$ cat src/rtl/z_mem_reader_if.sv
// Bundle of control, memory-read and stream signals for z_mem_reader.
// The slave modport is the reader's view; master is the environment's view.
interface z_mem_reader_if #(
    parameter int DATA_WIDTH = 16,
    parameter int ADDR_WIDTH = 6
);
    logic                  start_i;
    logic [ADDR_WIDTH-1:0] base_addr_i;
    logic [ADDR_WIDTH:0]   len_i;
    logic [ADDR_WIDTH-1:0] read_addr_o;
    logic [DATA_WIDTH-1:0] read_data_i;
    logic [DATA_WIDTH-1:0] data_o;
    logic                  valid_o;
    logic                  ready_i;
    logic                  busy_o;
    logic                  done_o;

    modport slave (
        input  start_i, base_addr_i, len_i, read_data_i, ready_i,
        output read_addr_o, data_o, valid_o, busy_o, done_o
    );

    modport master (
        output start_i, base_addr_i, len_i, read_data_i, ready_i,
        input  read_addr_o, data_o, valid_o, busy_o, done_o
    );
endinterface

$ cat src/rtl/z_mem_reader.sv
// Streams len words from a registered-output result memory, starting at base,
// through a 2-entry FIFO with valid/ready handshake.
module z_mem_reader #(
    parameter int DATA_WIDTH = 16,
    parameter int ADDR_WIDTH = 6
) (
    input logic             clk,
    input logic             rstn,
    z_mem_reader_if.slave   bus
);
    typedef enum logic [1:0] {IDLE, READ, DRAIN, FINISH} state_t;

    localparam logic [ADDR_WIDTH:0]   CNT_ONE  = 1;
    localparam logic [ADDR_WIDTH-1:0] ADDR_ONE = 1;

    state_t                state_q, state_d;
    logic [ADDR_WIDTH:0]   len_q;
    logic [ADDR_WIDTH:0]   issued_q;
    logic [ADDR_WIDTH-1:0] addr_q;
    logic                  inflight_q;
    logic [1:0]            count_q;
    logic [DATA_WIDTH-1:0] head_q;
    logic [DATA_WIDTH-1:0] tail_q;
    logic                  pop;
    logic                  issue;
    logic                  accept;
    logic [2:0]            occ;

    assign pop = (count_q != 2'd0) && bus.ready_i;
    // Occupancy after this edge if nothing new is issued; a read may be issued only if room remains
    assign occ = {1'b0, count_q} + {2'b00, inflight_q} - {2'b00, pop};

    always_comb begin
        state_d = state_q;
        issue   = 1'b0;
        accept  = 1'b0;
        case (state_q)
            IDLE: begin
                if (bus.start_i) begin
                    accept  = 1'b1;
                    state_d = (bus.len_i == '0) ? FINISH : READ;
                end
            end
            READ: begin
                if ((issued_q < len_q) && (occ < 3'd2)) begin
                    issue = 1'b1;
                    if (issued_q + CNT_ONE == len_q) state_d = DRAIN;
                end
            end
            DRAIN: begin
                // All reads issued: the last transfer pops the only remaining word
                if (pop && (count_q == 2'd1) && !inflight_q) state_d = FINISH;
            end
            FINISH: state_d = IDLE;
            default: state_d = IDLE;
        endcase
    end

    always_ff @(posedge clk or negedge rstn) begin
        if (!rstn) begin
            state_q    <= IDLE;
            len_q      <= '0;
            issued_q   <= '0;
            addr_q     <= '0;
            inflight_q <= 1'b0;
        end else begin
            state_q    <= state_d;
            inflight_q <= issue;
            if (accept) begin
                len_q    <= bus.len_i;
                issued_q <= '0;
                if (bus.len_i != '0) addr_q <= bus.base_addr_i;
            end else if (issue) begin
                issued_q <= issued_q + CNT_ONE;
                addr_q   <= addr_q + ADDR_ONE;
            end
        end
    end

    always_ff @(posedge clk or negedge rstn) begin
        if (!rstn) begin
            count_q <= '0;
            head_q  <= '0;
            tail_q  <= '0;
        end else begin
            case ({inflight_q, pop})
                2'b10: begin
                    if (count_q == 2'd0) head_q <= bus.read_data_i;
                    else                 tail_q <= bus.read_data_i;
                    count_q <= count_q + 2'd1;
                end
                2'b01: begin
                    if (count_q == 2'd2) head_q <= tail_q;
                    count_q <= count_q - 2'd1;
                end
                2'b11: begin
                    if (count_q == 2'd1) begin
                        head_q <= bus.read_data_i;
                    end else begin
                        head_q <= tail_q;
                        tail_q <= bus.read_data_i;
                    end
                end
                default: ;
            endcase
        end
    end

    assign bus.read_addr_o = addr_q;
    assign bus.data_o      = head_q;
    assign bus.valid_o     = (count_q != 2'd0);
    assign bus.busy_o      = (state_q != IDLE);
    assign bus.done_o      = (state_q == FINISH);
endmodule

$ cat src/flat_wrapper.sv
// flat-port wrapper written by rule: the top's interface ports become plain ports
module z_mem_reader_flat 
#(
    parameter int DATA_WIDTH = 16,
    parameter int ADDR_WIDTH = 6
)
  (clk, rstn, bus_start_i, bus_base_addr_i, bus_len_i, bus_read_data_i, bus_ready_i, bus_read_addr_o, bus_data_o, bus_valid_o, bus_busy_o, bus_done_o);
  z_mem_reader_if #(.DATA_WIDTH(DATA_WIDTH), .ADDR_WIDTH(ADDR_WIDTH)) bus_i ();
  input logic clk;
  input logic rstn;
  input wire logic [$bits(bus_i.start_i)-1:0] bus_start_i;
  input wire logic [$bits(bus_i.base_addr_i)-1:0] bus_base_addr_i;
  input wire logic [$bits(bus_i.len_i)-1:0] bus_len_i;
  input wire logic [$bits(bus_i.read_data_i)-1:0] bus_read_data_i;
  input wire logic [$bits(bus_i.ready_i)-1:0] bus_ready_i;
  output wire logic [$bits(bus_i.read_addr_o)-1:0] bus_read_addr_o;
  output wire logic [$bits(bus_i.data_o)-1:0] bus_data_o;
  output wire logic [$bits(bus_i.valid_o)-1:0] bus_valid_o;
  output wire logic [$bits(bus_i.busy_o)-1:0] bus_busy_o;
  output wire logic [$bits(bus_i.done_o)-1:0] bus_done_o;
  assign bus_i.start_i = bus_start_i;
  assign bus_i.base_addr_i = bus_base_addr_i;
  assign bus_i.len_i = bus_len_i;
  assign bus_i.read_data_i = bus_read_data_i;
  assign bus_i.ready_i = bus_ready_i;
  assign bus_read_addr_o = bus_i.read_addr_o;
  assign bus_data_o = bus_i.data_o;
  assign bus_valid_o = bus_i.valid_o;
  assign bus_busy_o = bus_i.busy_o;
  assign bus_done_o = bus_i.done_o;
  z_mem_reader #(.DATA_WIDTH(DATA_WIDTH), .ADDR_WIDTH(ADDR_WIDTH)) u_core (.clk(clk), .rstn(rstn), .bus(bus_i));
endmodule
$ cat config.mk
export PLATFORM = sky130hd
export DESIGN_NAME = z_mem_reader_flat
export DESIGN_NICKNAME = d
export VERILOG_FILES = /design/src/rtl/z_mem_reader_if.sv /design/src/rtl/z_mem_reader.sv /design/src/flat_wrapper.sv
export SDC_FILE = /design/constraint.sdc
export NUM_CORES = 1
export LEC_CHECK = 0
export CAP_MARGIN = 20
export CORE_MARGIN = 1.5
export CORE_UTILIZATION = 48
export CTS_CLUSTER_SIZE = 8
export DETAILED_ROUTE_END_ITERATION = 6
export HOLD_SLACK_MARGIN = 0.08
export MAX_ROUTING_LAYER = met4
export PLACE_DENSITY = 0.78
export SLEW_MARGIN = 20
export SYNTH_ARGS = -nofsm -noshare
export SYNTH_HDL_FRONTEND = slang
export SYNTH_SLANG_ARGS = --single-unit
$ cat constraint.sdc
create_clock -name clk -period 4.8 [get_ports clk]
set_input_delay 0.96 -clock clk [delete_from_list [all_inputs] [get_ports clk]]
set_output_delay 0.96 -clock clk [all_outputs]
set_load 0.01 [all_outputs]
==> impl_metrics.py, run 1 <==
metrics = {
    "setup_path": {
        "slowest_delay_ns": 0.53,
        "critical_path.slowest_cell": "fa_1",
        "cp_data_arrival_time_ns": 4.08,
        "critPathMostFrequentCell": "nor2b_1",
        "crit_path_start_kind": "input port",
        "worst_ep_required_time_ns": 5.07,
        "rrSetupSlack_ns": 1.28,
        "path_buf_inv": 1,
        "cp.depth": 10,
        "endpoint_kind": "flip-flop",
        "crit_chain": "clkdlybuf4s50_1 -> nor2b_1 -> ha_1 -> nand2b_1 -> fa_1 -> nor2b_1 -> o2111ai_1 -> a2111o_1 -> o41ai_4 -> mux2i_1",
        "r2r_cells": 11,
        "setup.worst_path.class": "input port to flip-flop",
        "crit_family": "compound AO/OA/AOI/OAI gates",
        "cp_max_fo": 4,
    },
    "synth": {
        "synth-edff-count": 0,
        "yosysWarnings": 0,
        "ys_ff_latch": 57,
        "synthesis.nets": 358,
        "synthDistinctLibCells": 50,
        "synth_ff_type": "dfrtp_1",
        "synth_top_area_share_pct": 46.00,
        "netlist_instances": 303,
        "synth_largest_area_cell": "dfrtp_1",
        "syn_avg_cell_area_um2": 10.23,
        "synth_area_um2": 3100,
        "netlist_top_cells_area": "dfrtp_1 (46%), ha_1 (8.5%), mux2_2 (5.8%)",
        "yosysSeqAreaShare_pct": 46.00,
        "synthArstFlopShare_pct": 100.0,
    },
    "clock_network": {
        "postCtsHoldBufs": 0,
        "postCtsSetupBuffers": 0,
        "cts_resized": 0,
        "cts.sinks": 57,
        "clock_path_buffers": 2,
        "cts_tree": "built",
        "cts_made_buffers": 9,
        "cts-htree-levels": 3,
        "clock_latency_ns": 0.35,
        "clk_transition_reported_paths_ns": 0.07,
        "root_buffer": "clkbuf_8",
    },
    "final_layout": {
        "drive_gt1_share_pct": 12.60,
        "antenna_cells": 0,
        "layout_common_cells": "dfrtp_1 (57), clkdlybuf4s50_1 (56), nor2_1 (30)",
        "final_common_cell": "dfrtp_1",
        "syn_to_final_growth_pct": 29.78,
        "stdcell_count": 450,
        "fin_nets": 423,
    },
    "run_status": {
        "outcome": "finished clean",
    },
    "sta": {
        "final.setup_skew_ns": 0.005630,
        "finalCritPeriodShare_pct": 79.42,
        "worst_slew_pin_slew_ns": 0.7293,
        "slew_headroom_pct": 51.38,
        "setup_viol": 0,
        "final_max_slew_viol_count": 0,
        "min_period_ns": 3.812,
        "whs_ns": 0.4935,
        "hold_violations": 0,
        "fin_tns_setup_ns": 0,
        "max_freq_mhz": 262.3,
        "rsz0062_at_grt": "no",
    },
    "floorplan": {
        "fp.dieH_um": 83.37,
        "start_util_pct": 49.39,
        "io_pins": 58,
        "rows": 29,
        "coreArea_um2": 6277,
        "die_w_um": 83.37,
        "design.die.area_um2": 6951,
    },
    "pwr": {
        "powerDensity_nw_per_um2": 651.0,
        "power_mw": 2.619,
        "ir_worst_vdd_v": 0.0004132,
        "p_leak_nw": 1.720,
    },
    "grt": {
        "overflow": 0,
        "grt_pass1_wl_um": 11590,
        "antenna_found_initial": 0,
        "grt_pass1_vias": 2474,
        "grt_usage_pct": 21.64,
        "grt_max_degree": 58,
    },
    "placement": {
        "gp_congestion": 0.9240,
        "placed_cells": 434,
        "port_buffers": 57,
        "dp_hpwl_um": 4748,
    },
    "routing": {
        "top_layer": "met4",
        "ant_nets": 0,
        "drtIter0Drc": 76,
        "routedWlPerCell_um": 15.24,
        "drcViolationCount": 0,
        "met3_length_um": 384,
        "num_vias": 2508,
        "met2WireLength_um": 3413,
        "vias_per_cell": 5.573,
        "wl_met1_um": 2969,
        "drt_first_pass_iters": 4,
        "wirelength_um": 6859,
    },
    "worst_hold_path": {
        "hold_path_class": "flip-flop to flip-flop",
        "worstHoldPathCells": 2,
    },
    "run": {
        "drv_cap": 0,
    },
}
-- path summary, 6_finish.rpt --
path | start | endpoint
worst max-delay path | bus_ready_i | u_core.state_q[1]$_DFFE_PN0P_
worst min-delay path | u_core.len_q[0]$_DFFE_PN0P_ | u_core.len_q[0]$_DFFE_PN0P_
worst max register to register | u_core.count_q[1]$_DFFE_PN0N_ | u_core.state_q[1]$_DFFE_PN0P_
worst min register to register | u_core.len_q[0]$_DFFE_PN0P_ | u_core.len_q[0]$_DFFE_PN0P_
max in group asynchronous | rstn | u_core.issued_q[2]$_DFFE_PN0P_
min in group asynchronous | rstn | u_core.issued_q[6]$_DFFE_PN0P_
-- through the flow --
stage               util [%]  setup slack [ns]  instance area, um^2
floorplan                  -             1.180                 3100
global placement       60.49            0.7697                 3797
detailed placement     60.49            0.6193                 3797
CTS                    64.10            0.9818                 4024
global route           64.10            0.8674                 4024
finish                 64.10            0.9879                 4024
-- worst min-delay path: stages, from the launching register on --
cell and delay (ns):
dfrtp_1 0.35, nand2_1 0.05, nand2_1 0.06
-- state kept, by name, indices dropped and copies added (netlist names) --
name                    cells
u_core.len_q                7
u_core.issued_q             7
u_core.bus.data_o          16
u_core.bus.read_addr_o      6
u_core.state_q              2
u_core.inflight_q           1
u_core.tail_q              16
u_core.count_q              2
-- cells in the mapped netlist, types with 3 or more instances --
cell / number
and3_1: 3
ha_1: 21
nand3_1: 5
clkbuf_1: 10
mux2_2: 16
nor4_1: 4
a22oi_1: 16
nor2_1: 30
a21oi_1: 21
nand4_1: 3
mux2i_1: 4
xnor2_1: 12
and2_1: 5
nor3_1: 7
dfrtp_1: 57
nand2_1: 21
o21ai_1: 10
inv_1: 18
-- power breakdown --
| group | switching, mW | internal [mW] | leakage (nW) |
|---|---|---|---|
| logic | 0.628 | 0.622 | 0.925 |
| clock network | 0.215 | 0.297 | 0.110 |
| registers | 0.156 | 0.702 | 0.684 |
| total | 0.998 | 1.62 | 1.72 |
-- final cells by class --
cell class	instances	area, um^2
inverter	20	75.07
tap	77	96.34
timing repair buffer	65	625.6
multi-input combinational	215	1574
clock buffer	9	123.9
sequential	57	1426
fill	534	2253
clock inverter	7	102.6
-- cells by family (layout without fill, tap and decap cells) --
family | count (synthesis) | in the layout | share of synthesized area [%]
XOR/XNOR | 14 | 14 | 3.955
flip-flops | 57 | 57 | 46.00
buffers and inverters | 31 | 101 | 3.793
AND/OR/NAND/NOR | 91 | 91 | 14.93
multiplexers | 20 | 20 | 7.102
adder cells (fa/ha/maj) | 22 | 22 | 9.120
AO/OA/AOI/OAI | 68 | 68 | 15.09
-- per-layer routing --
metal  GRT usage (%)  up-vias
met5               -        -
met4           5.303        0
met3           7.157        7
met2           34.89       64
met1           26.48     1228
li1                -     1209
Power figures use the tool's default switching activity.
==> run 2, diff against run 1 <==
--- a/config.mk
+++ b/config.mk
@@ -7,12 +7,12 @@
 export LEC_CHECK = 0
 export CAP_MARGIN = 20
 export CORE_MARGIN = 1.5
-export CORE_UTILIZATION = 48
+export CORE_UTILIZATION = 47
 export CTS_CLUSTER_SIZE = 8
 export DETAILED_ROUTE_END_ITERATION = 6
 export HOLD_SLACK_MARGIN = 0.08
 export MAX_ROUTING_LAYER = met4
-export PLACE_DENSITY = 0.78
+export PLACE_DENSITY = 0.8
 export SLEW_MARGIN = 20
 export SYNTH_ARGS = -nofsm -noshare
 export SYNTH_HDL_FRONTEND = slang
==> constraint.sdc (replaced) <==
create_clock -name clk -period 3.1 [get_ports clk]
set_input_delay 0.62 -clock clk [delete_from_list [all_inputs] [get_ports clk]]
set_output_delay 0.62 -clock clk [all_outputs]
set_load 0.01 [all_outputs]
==> impl_metrics.py, run 2 (synthesis gave the netlist of run 1 again) <==
metrics = {
    "run_status": {
        "outcome": "finished clean",
    },
    "grt": {
        "overflow": 0,
        "grt_pass1_vias": 2611,
        "grt_pass1_wl_um": 12120,
        "grt_max_degree": 33,
        "grt_usage_pct": 22.12,
        "antenna_found_initial": 0,
    },
    "sta": {
        "setup_viol": 0,
        "worst_slew_pin_slew_ns": 0.6446,
        "slew_headroom_pct": 57.03,
        "final.setup_skew_ns": 0.007333,
        "whs_ns": 0.2057,
        "min_period_ns": 2.982,
        "fin_tns_setup_ns": 0,
        "rsz0062_at_grt": "no",
        "final.setup.worst_slack_ns": 0.1182,
        "finalCritPeriodShare_pct": 96.19,
        "max_freq_mhz": 335.4,
        "hold_violations": 0,
        "final_max_slew_viol_count": 0,
    },
    "setup_path": {
        "cp_data_arrival_time_ns": 3.23,
        "r2r_start": "u_core.count_q[0]$_DFFE_PN0N_",
        "crit_start": "u_core.count_q[0]$_DFFE_PN0N_",
        "rrSetupSlack_ns": 0.12,
        "endpoint_kind": "flip-flop",
        "crit_path_start_kind": "flip-flop",
        "cp_max_fo": 4,
        "setup.worst_path.class": "flip-flop to flip-flop",
        "worst_ep_required_time_ns": 3.35,
    },
    "routing": {
        "ant_nets": 0,
        "drt_first_pass_iters": 4,
        "drcViolationCount": 0,
        "drtIter0Drc": 116,
        "routedWlPerCell_um": 15.59,
        "num_vias": 2536,
        "vias_per_cell": 5.513,
        "wirelength_um": 7171,
    },
    "floorplan": {
        "design.die.area_um2": 7093,
        "io_pins": 58,
        "fp.dieH_um": 84.22,
        "rows": 29,
        "die_w_um": 84.22,
        "coreArea_um2": 6350,
        "start_util_pct": 48.83,
    },
    "final_layout": {
        "syn_to_final_growth_pct": 34.71,
        "layout_common_cells": "dfrtp_1 (57), clkdlybuf4s50_1 (55), nor2_1 (30)",
        "stdcell_count": 460,
        "antenna_cells": 0,
        "final_common_cell": "dfrtp_1",
        "fin_nets": 433,
        "drive_gt1_share_pct": 17.23,
    },
    "pwr": {
        "ir_worst_vdd_v": 0.0006148,
        "p_leak_nw": 1.795,
        "p_sw_share_pct": 37.18,
        "p_int_mw": 2.676,
        "powerDensity_nw_per_um2": 1020,
        "p_sw_mw": 1.583,
        "sequentialPowerShare_pct": 31.1,
        "combPwrFrac_pct": 50.2,
        "p_clk_share_pct": 18.7,
    },
    "clock_network": {
        "cts_tree": "built",
        "postCtsHoldBufs": 0,
        "cts.sinks": 57,
        "clock_path_buffers": 2,
        "cts_made_buffers": 9,
        "clock_latency_ns": 0.33,
        "root_buffer": "clkbuf_8",
        "cts-htree-levels": 3,
        "clk_transition_reported_paths_ns": 0.07,
    },
    "placement": {
        "placed_cells": 442,
        "dp_hpwl_um": 5081,
        "port_buffers": 57,
        "pre_cts_ws_ns": -0.4852,
        "gp_congestion": 0.8820,
    },
    "run": {
        "drv_cap": 0,
    },
    "worst_hold_path": {
        "hold_path_class": "input port to async pin",
    },
}
[run 2: worst paths after layout]
check / to / cells after the start
max reg2reg: u_core.state_q[1]$_DFFE_PN0P_ / 11
max in group asynchronous: u_core.state_q[1]$_DFFE_PN0P_ / 2
max: u_core.state_q[1]$_DFFE_PN0P_ / 11
min: u_core.len_q[6]$_DFFE_PN0P_ / 1
min in group clk: u_core.len_q[0]$_DFFE_PN0P_ / 2
min reg2reg: u_core.len_q[0]$_DFFE_PN0P_ / 2
[run 2: routing by layer]
metal	global-route usage [%]	wire, um
met5	-	0
met1	28.14	3104
met2	34.40	3535
met4	9.240	114
met3	4.720	417
[run 2: layout make-up]
class	count	area (um^2)
well taps	77	96.34
flip-flops and latches	57	1426
clock inverters	4	75.07
inverters	20	75.07
fillers	474	2173
repair buffers	75	696.9
multi-input cells	215	1652
clock buffers	12	155.1
[run 2: critical path, cell delays in order (launching register included)]
cell	delay, ns
dfrtp_1	0.37
inv_2	0.06
ha_4	0.18
nor2b_4	0.14
ha_4	0.22
nand2b_4	0.13
fa_1	0.48
nor2b_4	0.16
o2111ai_4	0.13
a2111o_1	0.44
o41ai_4	0.35
mux2i_1	0.25
[run 2: power groups by stage]
stage / logic [mW] / registers [mW] / clock network (mW)
2_1_floorplan: 1.25 / 1.35 / 0
4_1_cts: 2.12 / 1.32 / 0.812
3_5_place_dp: 2.08 / 1.32 / 0
6_report: 2.14 / 1.32 / 0.797
3_3_place_gp: 2.01 / 1.31 / 0
5_1_grt: 2.35 / 1.36 / 0.845
[run 2: through the flow]
stage / util, % / cell area [um^2] / total power, mW
2_1_floorplan: - / 3158 / 2.604
3_3_place_gp: 61.66 / 3915 / 3.324
3_5_place_dp: 61.66 / 3915 / 3.408
4_1_cts: 65.50 / 4159 / 4.253
5_1_grt: 65.77 / 4177 / 4.557
6_report: 65.77 / 4177 / 4.259
[run 2: what timing repair did]
action                     4_1_cts  5_1_grt
gates cloned                     0        1
setup endpoints to repair       10        8
pin swaps                        2        5
gates resized for setup          3        3
buffers inserted                 0        1
==> run 3, diff against run 2 <==
--- a/config.mk
+++ b/config.mk
@@ -6,13 +6,13 @@
 export NUM_CORES = 1
 export LEC_CHECK = 0
 export CAP_MARGIN = 20
-export CORE_MARGIN = 1.5
-export CORE_UTILIZATION = 47
+export CORE_MARGIN = 5
+export CORE_UTILIZATION = 48
 export CTS_CLUSTER_SIZE = 8
 export DETAILED_ROUTE_END_ITERATION = 6
-export HOLD_SLACK_MARGIN = 0.08
+export HOLD_SLACK_MARGIN = 0.06
 export MAX_ROUTING_LAYER = met4
-export PLACE_DENSITY = 0.8
+export PLACE_DENSITY = 0.78
 export SLEW_MARGIN = 20
 export SYNTH_ARGS = -nofsm -noshare
 export SYNTH_HDL_FRONTEND = slang
==> constraint.sdc (replaced) <==
create_clock -name clk -period 3.8 [get_ports clk]
set_input_delay 0.76 -clock clk [delete_from_list [all_inputs] [get_ports clk]]
set_output_delay 0.76 -clock clk [all_outputs]
set_load 0.01 [all_outputs]
==> impl_metrics.py, run 3 (synthesis gave the netlist of run 1 again) <==
metrics = {
    "floorplan": {
        "rows": 29,
        "die_w_um": 90.37,
        "start_util_pct": 49.11,
        "io_pins": 58,
        "design.die.area_um2": 8167,
        "fp.dieH_um": 90.37,
        "coreArea_um2": 6314,
    },
    "sta": {
        "max_freq_mhz": 290.1,
        "final.setup_skew_ns": 0.007683,
        "slew_headroom_pct": 41.60,
        "worst_slew_pin_slew_ns": 0.8760,
        "hold_violations": 0,
        "min_period_ns": 3.447,
        "final_max_slew_viol_count": 0,
        "finalCritPeriodShare_pct": 90.70,
        "setup_viol": 0,
        "rsz0062_at_grt": "no",
    },
    "clock_network": {
        "root_buffer": "clkbuf_8",
        "postCtsHoldBufs": 0,
        "cts_resized": 0,
        "cts-htree-levels": 3,
        "cts_made_buffers": 9,
        "cts.sinks": 57,
        "postCtsSetupBuffers": 0,
        "cts_tree": "built",
        "clock_path_buffers": 2,
        "clock_latency_ns": 0.35,
        "clk_transition_reported_paths_ns": 0.06,
    },
    "setup_path": {
        "endpoint_kind": "flip-flop",
        "path_buf_inv": 1,
        "rrSetupSlack_ns": 0.45,
        "r2r_end": "u_core.state_q[1]$_DFFE_PN0P_",
        "crit_path_start_kind": "input port",
        "setup.worst_path.class": "input port to flip-flop",
        "r2r_start": "u_core.count_q[1]$_DFFE_PN0N_",
        "cp_data_arrival_time_ns": 3.71,
        "crit_chain": "clkdlybuf4s50_1 -> nor2b_1 -> ha_1 -> nand2b_1 -> fa_1 -> nor2b_1 -> o2111ai_1 -> a2111o_1 -> o41ai_4 -> mux2i_1",
        "cp_max_fo": 2,
        "worst_ep_required_time_ns": 4.06,
        "critPathMostFrequentCell": "nor2b_1",
        "critical_path.slowest_cell": "fa_1",
        "r2r_cells": 11,
        "crit_family": "compound AO/OA/AOI/OAI gates",
        "slowest_delay_ns": 0.54,
        "cp.depth": 10,
    },
    "final_layout": {
        "layout_common_cells": "dfrtp_1 (57), clkdlybuf4s50_1 (56), nor2_1 (30)",
        "final_util_pct": 63.83,
        "stdcell_count": 453,
        "fin_nets": 426,
        "drive_gt1_share_pct": 13.30,
        "antenna_cells": 0,
        "fill_cells": 548,
        "final_common_cell": "dfrtp_1",
        "syn_to_final_growth_pct": 29.98,
    },
    "placement": {
        "placed_cells": 437,
        "dp_hpwl_um": 5216,
        "gp_congestion": 0.9546,
        "port_buffers": 57,
    },
    "routing": {
        "drt_first_pass_iters": 4,
        "num_vias": 2518,
        "drtIter0Drc": 63,
        "routedWlPerCell_um": 16.19,
        "wirelength_um": 7336,
        "vias_per_cell": 5.558,
        "drcViolationCount": 0,
        "ant_nets": 0,
    },
    "grt": {
        "grt_max_degree": 39,
        "overflow": 0,
        "antenna_found_initial": 0,
        "grt_usage_pct": 19.50,
        "grt_pass1_wl_um": 12550,
        "grt_pass1_vias": 2596,
    },
    "worst_hold_path": {
        "hold_path_class": "flip-flop to flip-flop",
        "min_from": "u_core.len_q[0]$_DFFE_PN0P_",
        "worstHoldPathCells": 2,
        "hold_end": "u_core.len_q[0]$_DFFE_PN0P_",
    },
    "run_status": {
        "outcome": "finished clean",
    },
    "pwr": {
        "ir_worst_vdd_v": 0.0005541,
        "power_mw": 3.281,
        "powerDensity_nw_per_um2": 814.1,
        "p_leak_nw": 1.729,
    },
    "run": {
        "drv_cap": 0,
    },
}
## run 3: how the worst max path moves through the flow
stage | start | to | slack [ns]
after detailed placement | bus_ready_i | u_core.state_q[1]$_DFFE_PN0P_ | -0.04
after floorplan | bus_ready_i | u_core.state_q[0]$_DFFE_PN0P_ | 0.38
after global routing | bus_ready_i | u_core.state_q[1]$_DFFE_PN0P_ | 0.21
after global placement | bus_ready_i | u_core.state_q[1]$_DFFE_PN0P_ | 0.08
after CTS | bus_ready_i | u_core.state_q[1]$_DFFE_PN0P_ | 0.32
final | bus_ready_i | u_core.state_q[1]$_DFFE_PN0P_ | 0.35
## run 3: metrics by stage
| step | setup TNS (ns) | area, um^2 | hold WS [ns] | worst slack [ns] |
|---|---|---|---|---|
| after floorplan | 0 | 3100 | 0.4497 | 0.3800 |
| after global placement | 0 | 3820 | 0.4877 | 0.08230 |
| after detailed placement | -0.03743 | 3824 | 0.4942 | -0.03542 |
| after CTS | 0 | 4030 | 0.5094 | 0.3236 |
| after global routing | 0 | 4030 | 0.5335 | 0.2078 |
| final | 0 | 4030 | 0.5082 | 0.3535 |
## run 3: final cells by class
class | count | area, um^2 | share of cell area (%)
multi-input combinational | 215 | 1578 | 39.15
sequential | 57 | 1426 | 35.39
timing repair buffer | 68 | 648.1 | 16.08
clock buffer | 12 | 155.1 | 3.850
tap | 77 | 96.34 | 2.391
inverter | 20 | 75.07 | 1.863
clock inverter | 4 | 51.30 | 1.273
## run 3: worst min-delay path: stages (launching register included)
cell and delay (ns):
dfrtp_1 0.37, nand2_1 0.05, nand2_1 0.06
## run 3: routing by layer
layer	share of wire (%)	track usage [%]	wire length, um	vias up
met2	49	30.98	3581	76
met4	2.5	7.692	182	0
li1	-	-	-	1222
met5	0	-	0	-
met1	43	23.69	3187	1201
met3	5.2	5.167	385	19
## run 3: report_power, final
part	leakage, nW	switching [mW]	internal, mW
registers	0.684	0.204	0.887
clock network	0.103	0.253	0.339
logic	0.942	0.801	0.797
total	1.73	1.26	2.02
